<file path="src/rtl/mem_port_arbiter_if.sv">
// Bundle of IF-stage, MEM-stage and memory-side signals around the unified memory port arbiter.
// master: the arbiter's view; slave: the pipeline/memory environment's view.
interface mem_port_arbiter_if #(
    parameter int unsigned ADDR_W = 32,
    parameter int unsigned DATA_W = 32
) ();
    logic                  flush;
    logic                  if_req;
    logic [ADDR_W-1:0]     if_addr;
    logic [DATA_W-1:0]     if_rdata;
    logic                  if_valid;
    logic                  if_stall;
    logic                  d_req;
    logic                  d_we;
    logic [ADDR_W-1:0]     d_addr;
    logic [DATA_W-1:0]     d_wdata;
    logic [DATA_W/8-1:0]   d_be;
    logic [DATA_W-1:0]     d_rdata;
    logic                  d_valid;
    logic                  d_stall;
    logic                  mem_req;
    logic                  mem_we;
    logic [ADDR_W-1:0]     mem_addr;
    logic [DATA_W-1:0]     mem_wdata;
    logic [DATA_W/8-1:0]   mem_be;
    logic                  mem_gnt;
    logic                  mem_rvalid;
    logic [DATA_W-1:0]     mem_rdata;
    logic [31:0]           perf_if_stall;
    logic [31:0]           perf_d_stall;
    logic [31:0]           perf_txn;

    modport master (
        input  flush, if_req, if_addr, d_req, d_we, d_addr, d_wdata, d_be,
               mem_gnt, mem_rvalid, mem_rdata,
        output if_rdata, if_valid, if_stall, d_rdata, d_valid, d_stall,
               mem_req, mem_we, mem_addr, mem_wdata, mem_be,
               perf_if_stall, perf_d_stall, perf_txn
    );

    modport slave (
        output flush, if_req, if_addr, d_req, d_we, d_addr, d_wdata, d_be,
               mem_gnt, mem_rvalid, mem_rdata,
        input  if_rdata, if_valid, if_stall, d_rdata, d_valid, d_stall,
               mem_req, mem_we, mem_addr, mem_wdata, mem_be,
               perf_if_stall, perf_d_stall, perf_txn
    );
endinterface

</file>
<file path="src/rtl/mem_port_arbiter.sv">
// Arbitrates the unified memory port between instruction fetch and the MEM stage, one txn at a time.
// Optional performance counters are enabled with the ARB_PERF_EN macro.
module mem_port_arbiter #(
    parameter int unsigned ADDR_W = 32,
    parameter int unsigned DATA_W = 32
) (
    input  logic                  CLK,
    input  logic                  RST,
    mem_port_arbiter_if.master    bus
);
    localparam int unsigned BeW = DATA_W / 8;

    typedef enum logic [1:0] {StIdle, StIssue, StWaitRsp} state_e;

    state_e              state_q, state_d;
    logic                own_d_q, own_d_d;   // 1: MEM stage owns the transaction
    logic                drop_q, drop_d;
    logic                mem_we_q, mem_we_d;
    logic [ADDR_W-1:0]   mem_addr_q, mem_addr_d;
    logic [DATA_W-1:0]   mem_wdata_q, mem_wdata_d;
    logic [BeW-1:0]      mem_be_q, mem_be_d;
    logic [DATA_W-1:0]   if_rdata_q, if_rdata_d;
    logic [DATA_W-1:0]   d_rdata_q, d_rdata_d;
    logic                if_valid_q, if_valid_d;
    logic                d_valid_q, d_valid_d;

    logic d_elig, if_elig, flush_if, mem_req, if_stall, d_stall;

    // A requester retiring this cycle must not be re-issued.
    assign d_elig   = bus.d_req & ~d_valid_q;
    assign if_elig  = bus.if_req & ~if_valid_q & ~bus.flush;
    assign flush_if = bus.flush & ~own_d_q;
    assign mem_req  = (state_q == StIssue);
    assign if_stall = bus.if_req & ~if_valid_q & ~bus.flush;
    assign d_stall  = bus.d_req & ~d_valid_q;

    always_comb begin
        state_d     = state_q;
        own_d_d     = own_d_q;
        drop_d      = drop_q;
        mem_we_d    = mem_we_q;
        mem_addr_d  = mem_addr_q;
        mem_wdata_d = mem_wdata_q;
        mem_be_d    = mem_be_q;
        if_rdata_d  = if_rdata_q;
        d_rdata_d   = d_rdata_q;
        if_valid_d  = 1'b0;
        d_valid_d   = 1'b0;
        unique case (state_q)
            StIdle: begin
                drop_d = 1'b0;
                if (d_elig) begin
                    own_d_d     = 1'b1;
                    mem_we_d    = bus.d_we;
                    mem_addr_d  = bus.d_addr;
                    mem_wdata_d = bus.d_wdata;
                    mem_be_d    = bus.d_be;
                    state_d     = StIssue;
                end else if (if_elig) begin
                    own_d_d     = 1'b0;
                    mem_we_d    = 1'b0;
                    mem_addr_d  = bus.if_addr;
                    mem_wdata_d = '0;
                    mem_be_d    = '0;
                    state_d     = StIssue;
                end
            end
            StIssue: begin
                if (flush_if) drop_d = 1'b1;
                if (bus.mem_gnt) begin
                    if (own_d_q && mem_we_q) begin
                        state_d   = StIdle;
                        d_valid_d = 1'b1;
                    end else begin
                        state_d = StWaitRsp;
                    end
                end
            end
            StWaitRsp: begin
                if (flush_if) drop_d = 1'b1;
                if (bus.mem_rvalid) begin
                    state_d = StIdle;
                    drop_d  = 1'b0;
                    if (own_d_q) begin
                        d_rdata_d = bus.mem_rdata;
                        d_valid_d = 1'b1;
                    end else if (!(drop_q || bus.flush)) begin
                        if_rdata_d = bus.mem_rdata;
                        if_valid_d = 1'b1;
                    end
                end
            end
            default: state_d = StIdle;
        endcase
    end

    always_ff @(posedge CLK or posedge RST) begin
        if (RST) begin
            state_q     <= StIdle;
            own_d_q     <= 1'b0;
            drop_q      <= 1'b0;
            mem_we_q    <= 1'b0;
            mem_addr_q  <= '0;
            mem_wdata_q <= '0;
            mem_be_q    <= '0;
            if_rdata_q  <= '0;
            d_rdata_q   <= '0;
            if_valid_q  <= 1'b0;
            d_valid_q   <= 1'b0;
        end else begin
            state_q     <= state_d;
            own_d_q     <= own_d_d;
            drop_q      <= drop_d;
            mem_we_q    <= mem_we_d;
            mem_addr_q  <= mem_addr_d;
            mem_wdata_q <= mem_wdata_d;
            mem_be_q    <= mem_be_d;
            if_rdata_q  <= if_rdata_d;
            d_rdata_q   <= d_rdata_d;
            if_valid_q  <= if_valid_d;
            d_valid_q   <= d_valid_d;
        end
    end

    assign bus.mem_req   = mem_req;
    assign bus.mem_we    = mem_we_q;
    assign bus.mem_addr  = mem_addr_q;
    assign bus.mem_wdata = mem_wdata_q;
    assign bus.mem_be    = mem_be_q;
    assign bus.if_rdata  = if_rdata_q;
    assign bus.if_valid  = if_valid_q;
    assign bus.if_stall  = if_stall;
    assign bus.d_rdata   = d_rdata_q;
    assign bus.d_valid   = d_valid_q;
    assign bus.d_stall   = d_stall;

`ifdef ARB_PERF_EN
    logic [31:0] perf_if_stall_q, perf_if_stall_d;
    logic [31:0] perf_d_stall_q, perf_d_stall_d;
    logic [31:0] perf_txn_q, perf_txn_d;

    // Only grants of an actually presented request count as transactions.
    always_comb begin
        perf_if_stall_d = perf_if_stall_q + {31'd0, if_stall};
        perf_d_stall_d  = perf_d_stall_q + {31'd0, d_stall};
        perf_txn_d      = perf_txn_q + {31'd0, mem_req & bus.mem_gnt};
    end

    always_ff @(posedge CLK or posedge RST) begin
        if (RST) begin
            perf_if_stall_q <= '0;
            perf_d_stall_q  <= '0;
            perf_txn_q      <= '0;
        end else begin
            perf_if_stall_q <= perf_if_stall_d;
            perf_d_stall_q  <= perf_d_stall_d;
            perf_txn_q      <= perf_txn_d;
        end
    end

    assign bus.perf_if_stall = perf_if_stall_q;
    assign bus.perf_d_stall  = perf_d_stall_q;
    assign bus.perf_txn      = perf_txn_q;
`else
    assign bus.perf_if_stall = '0;
    assign bus.perf_d_stall  = '0;
    assign bus.perf_txn      = '0;
`endif
endmodule

</file>
<file path="src/flat_wrapper.sv">
// flat-port wrapper written by rule: the top's interface ports become plain ports
module mem_port_arbiter_flat 
#(
    parameter int unsigned ADDR_W = 32,
    parameter int unsigned DATA_W = 32
)
  (CLK, RST, bus_flush, bus_if_req, bus_if_addr, bus_d_req, bus_d_we, bus_d_addr, bus_d_wdata, bus_d_be, bus_mem_gnt, bus_mem_rvalid, bus_mem_rdata, bus_if_rdata, bus_if_valid, bus_if_stall, bus_d_rdata, bus_d_valid, bus_d_stall, bus_mem_req, bus_mem_we, bus_mem_addr, bus_mem_wdata, bus_mem_be, bus_perf_if_stall, bus_perf_d_stall, bus_perf_txn);
  mem_port_arbiter_if #(.ADDR_W(ADDR_W), .DATA_W(DATA_W)) bus_i ();
  input  logic CLK;
  input  logic RST;
  input wire logic [$bits(bus_i.flush)-1:0] bus_flush;
  input wire logic [$bits(bus_i.if_req)-1:0] bus_if_req;
  input wire logic [$bits(bus_i.if_addr)-1:0] bus_if_addr;
  input wire logic [$bits(bus_i.d_req)-1:0] bus_d_req;
  input wire logic [$bits(bus_i.d_we)-1:0] bus_d_we;
  input wire logic [$bits(bus_i.d_addr)-1:0] bus_d_addr;
  input wire logic [$bits(bus_i.d_wdata)-1:0] bus_d_wdata;
  input wire logic [$bits(bus_i.d_be)-1:0] bus_d_be;
  input wire logic [$bits(bus_i.mem_gnt)-1:0] bus_mem_gnt;
  input wire logic [$bits(bus_i.mem_rvalid)-1:0] bus_mem_rvalid;
  input wire logic [$bits(bus_i.mem_rdata)-1:0] bus_mem_rdata;
  output wire logic [$bits(bus_i.if_rdata)-1:0] bus_if_rdata;
  output wire logic [$bits(bus_i.if_valid)-1:0] bus_if_valid;
  output wire logic [$bits(bus_i.if_stall)-1:0] bus_if_stall;
  output wire logic [$bits(bus_i.d_rdata)-1:0] bus_d_rdata;
  output wire logic [$bits(bus_i.d_valid)-1:0] bus_d_valid;
  output wire logic [$bits(bus_i.d_stall)-1:0] bus_d_stall;
  output wire logic [$bits(bus_i.mem_req)-1:0] bus_mem_req;
  output wire logic [$bits(bus_i.mem_we)-1:0] bus_mem_we;
  output wire logic [$bits(bus_i.mem_addr)-1:0] bus_mem_addr;
  output wire logic [$bits(bus_i.mem_wdata)-1:0] bus_mem_wdata;
  output wire logic [$bits(bus_i.mem_be)-1:0] bus_mem_be;
  output wire logic [$bits(bus_i.perf_if_stall)-1:0] bus_perf_if_stall;
  output wire logic [$bits(bus_i.perf_d_stall)-1:0] bus_perf_d_stall;
  output wire logic [$bits(bus_i.perf_txn)-1:0] bus_perf_txn;
  assign bus_i.flush = bus_flush;
  assign bus_i.if_req = bus_if_req;
  assign bus_i.if_addr = bus_if_addr;
  assign bus_i.d_req = bus_d_req;
  assign bus_i.d_we = bus_d_we;
  assign bus_i.d_addr = bus_d_addr;
  assign bus_i.d_wdata = bus_d_wdata;
  assign bus_i.d_be = bus_d_be;
  assign bus_i.mem_gnt = bus_mem_gnt;
  assign bus_i.mem_rvalid = bus_mem_rvalid;
  assign bus_i.mem_rdata = bus_mem_rdata;
  assign bus_if_rdata = bus_i.if_rdata;
  assign bus_if_valid = bus_i.if_valid;
  assign bus_if_stall = bus_i.if_stall;
  assign bus_d_rdata = bus_i.d_rdata;
  assign bus_d_valid = bus_i.d_valid;
  assign bus_d_stall = bus_i.d_stall;
  assign bus_mem_req = bus_i.mem_req;
  assign bus_mem_we = bus_i.mem_we;
  assign bus_mem_addr = bus_i.mem_addr;
  assign bus_mem_wdata = bus_i.mem_wdata;
  assign bus_mem_be = bus_i.mem_be;
  assign bus_perf_if_stall = bus_i.perf_if_stall;
  assign bus_perf_d_stall = bus_i.perf_d_stall;
  assign bus_perf_txn = bus_i.perf_txn;
  mem_port_arbiter #(.ADDR_W(ADDR_W), .DATA_W(DATA_W)) u_core (.CLK(CLK), .RST(RST), .bus(bus_i));
endmodule
</file>
<file path="config.mk">
export PLATFORM = sky130hd
export DESIGN_NAME = mem_port_arbiter_flat
export DESIGN_NICKNAME = d
export VERILOG_FILES = /design/src/rtl/mem_port_arbiter_if.sv /design/src/rtl/mem_port_arbiter.sv /design/src/flat_wrapper.sv
export SDC_FILE = /design/constraint.sdc
export NUM_CORES = 1
export LEC_CHECK = 0
export BUFFER_PORTS_ARGS = -buffer_cell sky130_fd_sc_hd__clkbuf_2
export CAP_MARGIN = 20
export CORE_AREA = 2 2 144 146
export DETAILED_ROUTE_END_ITERATION = 16
export DIE_AREA = 0 0 146 148
export GPL_TIMING_DRIVEN = 0
export SLEW_MARGIN = 15
export SYNTH_ARGS = -nofsm -noshare
export SYNTH_HDL_FRONTEND = slang
export SYNTH_SLANG_ARGS = --single-unit
</file>
<file path="constraint.sdc">
create_clock -name CLK -period 6 [get_ports CLK]
set_input_delay 0.6 -clock CLK [delete_from_list [all_inputs] [get_ports CLK]]
set_output_delay 0.6 -clock CLK [all_outputs]
set_load 0.03 [all_outputs]
</file>
=== Word-level counts from Yosys, hierarchy flattened ===
Cells that the tools add are included.

* Multipliers: 0
* Multiplexer cells: 27
* Bitwise operators: 9
* Reduce and logical (&&, ||, !) cells: 9
* Magnitude comparators: 0
* Shift operators: 0
* Eq/ne operators: 5
* Div/mod/pow operators: 0
* Add/subtract/negate cells: 0

{| class="wikitable"
|+ Operators by type and width
! kind !! count
|-
| $mux W32 || 4
|-
| $mux W1 || 13
|-
| $mux W2 || 5
|-
| $mux W4 || 2
|-
| $pmux W2 S3 || 1
|-
| $reduce_and A3 Y1 || 2
|-
| $not A1 Y1 || 5
|-
| $and A1 B1 Y1 || 4
|-
| $ne A2 B2 Y1 const B || 2
|-
| $reduce_and A4 Y1 || 1
|-
| $ne A3 B3 Y1 const B || 1
|-
| $pmux W1 S3 || 1
|-
| $reduce_bool A3 Y1 || 1
|-
| $eq A2 B1 Y1 const B || 1
|-
| $eq A2 B2 Y1 const B || 1
|-
| $logic_not A2 Y1 || 1
|-
| $pmux W1 S2 || 1
|-
| $reduce_and A2 Y1 || 1
|-
| $reduce_bool A2 Y1 || 1
|-
| $logic_and A1 B1 Y1 || 1
|-
| $logic_or A1 B1 Y1 || 1
|}

* Logic and storage cells: 61
* Input bits: 140
* Latch bits: 0
* Memory bits (writable): 0
* ROM bits: 0
* Output and inout bits: 234
* Flip-flop bits (word level): 139
* Memories: 0

=== Logic depth before layout (Yosys ltp) ===
* Depth after elaboration: 6
* Mapped depth: 7

=== Least setup slack after synthesis ===
No wires, ideal clock.

* Path kind: input port to flip-flop
* Start: in bus_d_req
* End: reg u_core.mem_addr_q[0] (netlist: u_core.bus.mem_addr[0])
* Path slack: 4.125 ns
* Path buffers: 2
* Arrival: 1.749 ns
* Data required time: 5.875 ns
* Library setup time: 0.125 ns
* Cell stages on the path: 5
* Cells stage by stage: nand2b_1 -> buf_4 -> clkbuf_1 -> mux2_2 -> mux2_4

* Word-level cells in the longest chain between the ends: 3
* Elaborated cells on any way between the ends: 4

{| class="wikitable"
|+ Ends and longest elaborated chain
! what !! RTL line !! RTL
|-
| start: declaration || flat_wrapper.sv:14 || <nowiki>input wire logic [$bits(bus_i.d_req)-1:0] bus_d_req;</nowiki>
|-
| $and A1 B1 Y1 (*) || mem_port_arbiter.sv:30 || <nowiki>assign d_elig = bus.d_req & ~d_valid_q;</nowiki>
|-
| $reduce_bool A2 Y1 (no line) || - ||
|-
| $reduce_and A2 Y1 (no line) || - ||
|-
| end signal: assignment || mem_port_arbiter.sv:115 || <nowiki>mem_addr_q <= mem_addr_d;</nowiki>
|-
| end: declaration || mem_port_arbiter.sv:19 || <nowiki>logic [ADDR_W-1:0] mem_addr_q, mem_addr_d;</nowiki>
|}

Every way passes the cells marked *; elsewhere a longest branch is shown, timed or not.
A chain may end at the register's enable or synchronous reset.

=== Worst setup path after layout ===
* Start: reg u_core.if_valid_q (netlist: u_core.bus.if_valid)
* End: out bus_if_stall

* Word-level cells in the longest chain between the ends: 3

{| class="wikitable"
|+ Ends and longest elaborated chain
! what !! RTL line !! RTL
|-
| start: declaration || mem_port_arbiter.sv:24 || <nowiki>logic if_valid_q, if_valid_d;</nowiki>
|-
| start signal: assignment || mem_port_arbiter.sv:120 || <nowiki>if_valid_q <= if_valid_d;</nowiki>
|-
| $not A1 Y1 || mem_port_arbiter.sv:34 || <nowiki>assign if_stall = bus.if_req & ~if_valid_q & ~bus.flush;</nowiki>
|-
| $and A1 B1 Y1 (2 in a row) || mem_port_arbiter.sv:34 ||
|-
| end: declaration || flat_wrapper.sv:24 || <nowiki>output wire logic [$bits(bus_i.if_stall)-1:0] bus_if_stall;</nowiki>
|}

No other way between the ends.

==> key figures <==
Clocking
  • CTS H-tree depth: 4
  • CTS tree: built
  • Skew-Pair Late Insertion Delay: around 410 ps
  • CTS Root Cell: sky130_fd_sc_hd__clkbuf_16
  • # resized after CTS: 0
  • Number of buffers added by the clock tree synthesis step: 17
  • Sink count of the clock tree: 139
  • Number of buffers added to fix hold violations after cts: 0
  • Clock input transition at the sequential cells of the worst setup and hold paths: 60 ps
  • Deepest clock path buffer count: 2
  • Buffers inserted by post-CTS timing repair: 0

Power and ir drop
  • Switching share of total power: between 40 and 50%
  • Power share of the clock group: between 20% and 30%
  • PD cells: approximately 560 nW/um^2
  • NetSw: 2.20 mW
  • Leakage power: 5.06 nW
  • Part of the power in registers: 31.2%
  • Highest ir drop seen on vdd: 0.000320 V
  • Relative contribution of combinational cells to total power: 47.6%
  • Cell-internal power: around 3.0 mW
  • Total chip power: 5.19 mW

Global route
  • Total overflow reported by the global router: 0
  • Via count of the first global-routing pass: 4594
  • Initial antenna violation count: 0
  • Total GRT Usage: 15.0%
  • First-pass GRT wire length: 25500 microns
  • Largest net degree at the start of global routing: 74

Outcome
  • Result of the run: finished, final reports clean

Die
  • Total I/O pin count: 374
  • Die span in x: 146 microns
  • Area enclosed by the die boundary: 21600 sq um
  • Initial standard-cell utilization of the core: 32.3%
  • Die span in y: approximately 150 microns
  • Area of the core: 20000 sq um
  • FP Rows: between 50 and 60

Placed design
  • Number of buffers inserted by port buffering: 277
  • Post-Place Setup Slack: between 3000 and 4000 ps
  • Dpl cells: 1097
  • Routability Congestion: 0.748
  • Half-perimeter wire length after placement: 12600 microns

Route
  • Vias/cell: 4.01
  • DRC: 0
  • Routed wire per std cell: ~14 microns
  • ANT nets after route: 0
  • Detailed-router iteration count before antenna repair: 4
  • Detailed-route via count: about 4500
  • Final routed wirelength across all metal layers: 16300 microns
  • Violation count after the first detailed-routing iteration: 150

Synthesis
  • Library cell occupying the most area in the post-synthesis netlist: sky130_fd_sc_hd__dfrtp_1
  • Cell count after synthesis: 454
  • Syn. warnings: 0
  • Most used standard cells in the synthesized netlist: sky130_fd_sc_hd__dfrtp_1, sky130_fd_sc_hd__buf_4, sky130_fd_sc_hd__mux2_2
  • Fraction of synthesis flops using an asynchronous set or reset pin: 100%
  • Primary flip-flop cell chosen by synthesis mapping: sky130_fd_sc_hd__dfrtp_1
  • Count of flip-flops with a built-in enable after synthesis: 0
  • Cell area after technology mapping: 6470 sq um
  • Post-synthesis sequential element count: 139
  • Leading cell type by number of instances after synthesis: sky130_fd_sc_hd__dfrtp_1
  • Average cell area after synthesis: 14.2 sq um
  • Synth area leaders: sky130_fd_sc_hd__dfrtp_1, sky130_fd_sc_hd__mux2_2, sky130_fd_sc_hd__buf_4, sky130_fd_sc_hd__mux2_4, sky130_fd_sc_hd__a22o_1
  • Post-synth cell types: 32
  • Proportion of netlist area held by the largest area contributor: approximately 54%
  • Sequential share of the synthesized area: 53.8%

Finish
  • Ratio of cells with drive above 1 in the final layout: 64.6%
  • Final Net Count: 990
  • Area growth from synthesis to layout: 42.3%
  • Number of antenna cells inserted: 0
  • Final std cells w/o fill: 1129

Timing
  • Worst hold slack across all endpoints: 232 ps
  • Final Hold Fails: 0
  • Worst Max-Slew Pin Slew: 605 ps
  • Worst relative slew slack: 59.6%
  • Achievable clock frequency: about 470 MHz
  • Summed negative setup slack over all endpoints: 0 ps
  • Skew final: a little over 8 ps
  • Slack of the critical path: 3890 ps
  • RSZ-0062 raised after global routing: false
  • Setup-failing EPs final: 0
  • Final clock period utilization by the worst path: 35.2%
  • Max Transition Viols Final: 0
  • Minimum clock period after layout: 2110 ps

Worst setup path
  • Worst setup path startpoint: u_core.bus.if_valid
  • Critical register-to-register path endpoint: u_core.bus.mem_addr[3]
  • RR Startpoint: u_core.bus.d_valid
  • Path depth of the worst reg2reg path: 5
  • Endpoint kind of the worst setup timing path: primary output
  • Launching element type of the critical path: register
  • CP max FO: 3
  • Worst setup path end: bus_if_stall
  • Arrival time reported for the critical path endpoint: 1510 ps
  • Worst reg2reg setup slack: ~4100 ps
  • Worst Setup Path Type: reg2out
  • Critical path data required time: 5400 ps

Hold path
  • Min-Delay Path Class: in2async

Flow run
  • Reported max-cap violation count: 0
## kinds of logic after synthesis
family | after synthesis | share of synthesized area, %
AO/OA/AOI/OAI | 45 | 6.09
buffers and inverters | 123 | 13.6
adder cells (fa/ha/maj) | 4 | 0.774
other | 1 | 0.0580
multiplexers | 129 | 24.3
flip-flops | 139 | 53.8
AND/OR/NAND/NOR | 13 | 1.43
## state kept, by name, summed over array words and instances (netlist names)
register	flops
u_core.bus.mem_be	4
u_core.bus.if_valid	1
u_core.state_q	2
u_core.drop_q	1
u_core.bus.d_valid	1
u_core.bus.d_rdata	32
u_core.bus.mem_wdata	32
u_core.bus.if_rdata	32
u_core.own_d_q	1
u_core.bus.mem_we	1
u_core.bus.mem_addr	32
## worst max-delay path: stages (launching register included)
cell	delay (ps)
sky130_fd_sc_hd__dfrtp_1	380
sky130_fd_sc_hd__or3b_4	410
sky130_fd_sc_hd__inv_2	100
sky130_fd_sc_hd__clkbuf_2	220
## per-layer routing
layer  GRT usage [%]  vias up  wire (microns)
met2            25.5      209            8100
met4            3.69        0             144
met1            17.5     2127            6460
met3            6.57       10            1590
li1                -     2180               -
met5               0        -               0
## through the flow
stage | cell area, sq um | util [%]
3_3_place_gp | 8550 | 42.7
4_1_cts | 9200 | 45.9
5_1_grt | 9200 | 45.9
3_5_place_dp | 8580 | 42.8
2_1_floorplan | 6820 | -
6_report | 9200 | 45.9
## placed cells by master (no fill, tap or decap), types with 2 or more instances in the layout
cell type                    synthesis  routed
sky130_fd_sc_hd__buf_2               7       7
sky130_fd_sc_hd__nor2b_1             2       2
sky130_fd_sc_hd__clkbuf_8            0       2
sky130_fd_sc_hd__inv_2               2       2
sky130_fd_sc_hd__buf_6               4       4
sky130_fd_sc_hd__clkinvlp_4          0       3
sky130_fd_sc_hd__clkbuf_2            1     278
sky130_fd_sc_hd__clkbuf_1            6       7
sky130_fd_sc_hd__ha_1                4       4
sky130_fd_sc_hd__dfrtp_1           139     139
sky130_fd_sc_hd__buf_4             100     100
sky130_fd_sc_hd__mux2_4             32      32
sky130_fd_sc_hd__clkbuf_16           0      17
sky130_fd_sc_hd__clkinv_4            0       2
sky130_fd_sc_hd__bufinv_16           0       3
sky130_fd_sc_hd__mux2_2             96      96
sky130_fd_sc_hd__conb_1              1      96
sky130_fd_sc_hd__a22o_1             37      37
sky130_fd_sc_hd__nand2_1             3       3
sky130_fd_sc_hd__inv_1               3       2
sky130_fd_sc_hd__inv_6               0       3
## cell type report
type                    instances  area [sq um]
multi-input cells             287          2470
plain buffers                 118           858
clock inverters                12           161
fillers                      1881         10800
inverters                       5          26.3
clock buffers                  20           457
repair buffers                278          1410
flip-flops and latches        139          3480
well taps                     270           338
## power by group through the flow
stage	registers [mW]	logic [mW]	clock network (mW)
floorplan	2.48	0.928	0
global placement	1.62	2.48	0
detailed placement	1.63	2.50	0
CTS	1.62	2.51	1.12
global route	1.68	2.62	1.17
finish	1.62	2.47	1.10
## worst min path at each step
stage | from | endpoint | slack (ps) | cells past startpoint
2_1_floorplan | u_core.drop_q | u_core.drop_q | 520 | 1
3_3_place_gp | u_core.bus.mem_wdata[12] | u_core.bus.mem_wdata[12] | 480 | 1
3_5_place_dp | u_core.bus.mem_wdata[27] | u_core.bus.mem_wdata[27] | 480 | 1
4_1_cts | RST | u_core.bus.if_rdata[19] | 230 | 2
5_1_grt | RST | u_core.bus.d_rdata[19] | 250 | 2
6_report | RST | u_core.bus.if_rdata[23] | 230 | 2
(Power assumes the default switching activity.)
